## src/rtl/fetch_stage.sv

```systemverilog
// rtl/fetch_stage.sv - instruction fetch stage: PC next-state, IF/ID register, halt sequencer
module fetch_stage #(
  parameter logic [15:0] RESET_PC    = 16'h0000,
  parameter logic [3:0]  HALT_OPCODE = 4'hF,
  parameter logic [15:0] NOP_INSTR   = 16'h0000
) (
  input  logic        clk,
  input  logic        rst_n,
  input  logic [15:0] pc,
  output logic [15:0] pc_next,
  output logic [15:0] imem_addr,
  input  logic [15:0] imem_rdata,
  input  logic        stall,
  input  logic        branch_taken,
  input  logic [15:0] branch_target,
  output logic [15:0] if_id_instr,
  output logic [15:0] if_id_pc_plus2,
  output logic        if_id_valid,
  output logic        halted
);

  typedef enum logic [1:0] {
    RUN       = 2'd0,
    HALT_PEND = 2'd1,
    HALTED    = 2'd2
  } state_t;

  state_t      state_q, state_d;
  logic [15:0] instr_q, instr_d;
  logic [15:0] pc_plus2_q, pc_plus2_d;
  logic        valid_q, valid_d;

  logic [15:0] pc_plus2;
  logic        is_halt;

  // RESET_PC is owned by the external PC register; kept here for a uniform parameter set.
  logic [15:0] unused_reset_pc;
  assign unused_reset_pc = RESET_PC;

  assign pc_plus2  = pc + 16'd2;
  assign is_halt   = (imem_rdata[15:12] == HALT_OPCODE);
  assign imem_addr = pc;

  always_ff @(posedge clk or negedge rst_n) begin
    if (!rst_n) begin
      state_q    <= RUN;
      instr_q    <= NOP_INSTR;
      pc_plus2_q <= 16'h0000;
      valid_q    <= 1'b0;
    end else begin
      state_q    <= state_d;
      instr_q    <= instr_d;
      pc_plus2_q <= pc_plus2_d;
      valid_q    <= valid_d;
    end
  end

  always_comb begin
    state_d = state_q;
    case (state_q)
      RUN: begin
        if (branch_taken)  state_d = RUN;
        else if (stall)    state_d = RUN;
        else if (is_halt)  state_d = HALT_PEND;
      end
      HALT_PEND: if (!stall) state_d = HALTED;
      HALTED:    state_d = HALTED;
      default:   state_d = RUN;
    endcase
  end

  // Branch squashes the fetched word, so a HLT under a taken branch never starts halting.
  always_comb begin
    pc_next    = pc;
    instr_d    = instr_q;
    pc_plus2_d = pc_plus2_q;
    valid_d    = valid_q;
    case (state_q)
      RUN: begin
        if (branch_taken) begin
          pc_next    = branch_target;
          instr_d    = NOP_INSTR;
          pc_plus2_d = 16'h0000;
          valid_d    = 1'b0;
        end else if (!stall) begin
          pc_next    = is_halt ? pc : pc_plus2;
          instr_d    = imem_rdata;
          pc_plus2_d = pc_plus2;
          valid_d    = 1'b1;
        end
      end
      HALT_PEND: begin
        if (!stall) begin
          instr_d    = NOP_INSTR;
          pc_plus2_d = 16'h0000;
          valid_d    = 1'b0;
        end
      end
      default: ;
    endcase
  end

  assign if_id_instr    = instr_q;
  assign if_id_pc_plus2 = pc_plus2_q;
  assign if_id_valid    = valid_q;
  assign halted         = (state_q == HALTED);

endmodule

```

## config.mk

```make
export PLATFORM = sky130hd
export DESIGN_NAME = fetch_stage
export DESIGN_NICKNAME = d
export VERILOG_FILES = /design/src/rtl/fetch_stage.sv
export SDC_FILE = /design/constraint.sdc
export NUM_CORES = 1
export LEC_CHECK = 0
export CORE_MARGIN = 5
export CORE_UTILIZATION = 43
export DETAILED_ROUTE_END_ITERATION = 6
export GPL_TIMING_DRIVEN = 0
export PLACE_DENSITY = 0.93
export SYNTH_ARGS = -nofsm -noshare
export SYNTH_HDL_FRONTEND = slang
export SYNTH_SLANG_ARGS = --single-unit
```

## constraint.sdc

```tcl
create_clock -name clk -period 3.2 [get_ports clk]
set_input_delay 0.48 -clock clk [delete_from_list [all_inputs] [get_ports clk]]
set_output_delay 0.48 -clock clk [all_outputs]
set_load 0.02 [all_outputs]
```

==> run metrics <==
outcome completed; Setup WS post-layout 0.101 ns; Antenna Nets Post-Route 0; worst min-delay path category input pin to async pin; area growth from synthesis to layout 64.7%; leading area contributor after synthesis dfrtp_1; Peak Freq 0.323 GHz; startpoint types input pin; setup tns final 0 ns; drt drc 0; worst r2r src state_q[0]$_DFFE_PN0P_; Slew Limit Fails 0; Starting Density 43.8%; Longest Clk Path Bufs 2; largest net degree at the start of global routing 36; width of the die 81.9 µm; Core Area 5070 µm²; drt total wl 7360 µm; max cap viols 0; # IOs 118; crit path DAT 2.62 ns; pwr dens 559 nW/µm²; Port Buffers 115; skew final 0.00699 ns; GR Overflow Total 0; RePlAce Congestion 0.855; Nets 424; layout cells sized above 1 14.4%; first-pass GRT wire length 11500 µm; die area 6710 µm²; clk sinks 35; Cells after Synth 246; clock slew at reported path FFs 0.07 ns; dpl hpwl 5710 µm; crit path cell chain clkdlybuf4s50_1 > nand4_4 > nor4_4 > mux2_2 > a211oi_1 > clkbuf_2; critical path fanouts, max 7; syn nets 302; CP Launch Point pc[9]; final non-filler cell total 439; clk_lat worst skew 0.28 ns; syn_area_per_cell 9.04 µm²; most frequent cells in the layout clkdlybuf4s50_1 (97), nand2_1 (39), dfrtp_1 (35), a22o_1 (22), o21ai_0 (18); Root Buffer clkbuf_8; register bit total from synthesis 35; Yosys top cell area share 39.4%; DR vias 2402; Post-CTS Hold Buffers 0; Critical Path Max Stage Delay 0.63 ns; Final Instance Area 3660 µm²; minimum clock period 3.10 ns; post-synthesis sequential area ratio 39.4%; htree depth 2; Synth cell types 43; Crit Path Category input pin to primary output; Worst IR Drop VDD 0.493 mV; post-DR vias/cell 5.47; Placed Area 3460 µm²; final hold violations 0; total CTS buffers 5; Rows 26; Iter 0 DRT Violations 138; Worst EP required 2.72 ns; Hold WS 0.267 ns; Slew headroom 49.0%; ant diodes 0; initial antenna violation count 0; TritonCTS clock tree done; chip height 81.9 µm; TritonRoute pass-1 iters 4; slowest stage cell, crit path clkdlybuf4s50_1; Final Power 2.05 mW; Setup Slack @ Placement -0.591 ns; ys flop type dfrtp_1; dominant cells by area after synthesis dfrtp_1 (39%), a22o_1 (8.7%), nand2_1 (6.8%), buf_4 (5.4%), xor2_1 (4.7%); YS warnings 0; vias in the first global route 2394; final setup vio count 0; crit path capture type primary output; Leakage 1.62 nW; total track usage 22.3%; Avg WL per Cell 16.8 µm; Final period util 96.8%; ys async rst share 100%; placed cell count 431; most common cell after layout, fill and taps aside clkdlybuf4s50_1; Post-synth EDFFs 0; worst-margin pin slew 0.765 ns; post-synth design cell area 2220 µm²; post-layout util 72.2%
==> logic make-up after synthesis <==
| group | share of synthesized area [%] |
|---|---|
| xor+xnor | 7.48 |
| fa+ha+maj | 2.25 |
| simple gates | 19.4 |
| mux | 1.01 |
| buf+inv | 9.51 |
| compound gates | 20.9 |
| flops | 39.4 |
==> power breakdown <==
part	internal, mW	leakage (nW)	switching (mW)
Sequential	0.558	0.463	0.0664
Clock	0.152	0.0412	0.155
Combinational	0.505	1.12	0.609
==> repair_timing <==
action,4_1_cts,5_1_grt
buffers inserted,0,1
gates resized for setup,22,24
setup endpoints to repair,15,15
pin swaps,0,1
==> path summary, 6_finish.rpt <==
kind                                                 end  slack, ns  cells past startpoint
max in group asynchronous  if_id_pc_plus2[9]$_DFFE_PN0P_       2.44                      1
setup reg to reg              if_id_instr[6]$_DFFE_PN0P_       1.07                      7
hold / removal                    state_q[1]$_DFFE_PN0P_       0.27                      1
setup / recovery                             pc_next[15]       0.10                      6
min in group clk                 if_id_valid$_DFFE_PN0P_       0.48                      1
hold reg to reg                  if_id_valid$_DFFE_PN0P_       0.48                      1
==> routing by layer <==
layer	vias up	track usage [%]	share of wire, %
met5	-	0	0
met4	0	6.64	2.3
met3	19	5.15	6.8
met2	92	38.5	51
met1	1170	27.4	40
li1	1121	-	-
==> critical path, delay by kind of cell <==
family                 cells  cell delay [ns]
multiplexers               1             0.38
AO/OA/AOI/OAI              1             0.23
AND/OR/NAND/NOR            2             0.68
buffers and inverters      2             0.85
==> cell usage after synthesis, types with 2 or more instances <==
master	instances
buf_2	4
a41o_1	3
nor4_1	6
inv_1	5
ha_1	4
xnor2_1	7
xor2_1	12
nor3_1	5
nand4_1	3
o21ai_0	18
nand2_1	40
clkbuf_1	11
nand3_1	7
a22o_1	22
a41oi_1	2
nand2b_1	2
buf_4	16
dfrtp_1	35
nor2_1	13
and3_1	2
a311oi_1	3
mux2_2	2
o41ai_1	2
a31oi_1	2
and4_1	2
==> area by class of cell <==
| class | instances | area (µm²) |
|---|---|---|
| Fill cell | 399 | 1410 |
| Clock buffer | 6 | 72.6 |
| Clock inverter | 2 | 12.5 |
| Multi-Input combinational cell | 174 | 1230 |
| Buffer | 31 | 195 |
| Sequential cell | 35 | 876 |
| Tap cell | 70 | 87.6 |
| Timing Repair Buffer | 116 | 1160 |
| Inverter | 5 | 22.5 |
==> registers in the layout, summed over array words and instances (netlist names) <==
signal,flops
if_id_pc_plus2,16
if_id_valid,1
if_id_instr,16
state_q,2
(Power assumes the default switching activity.)
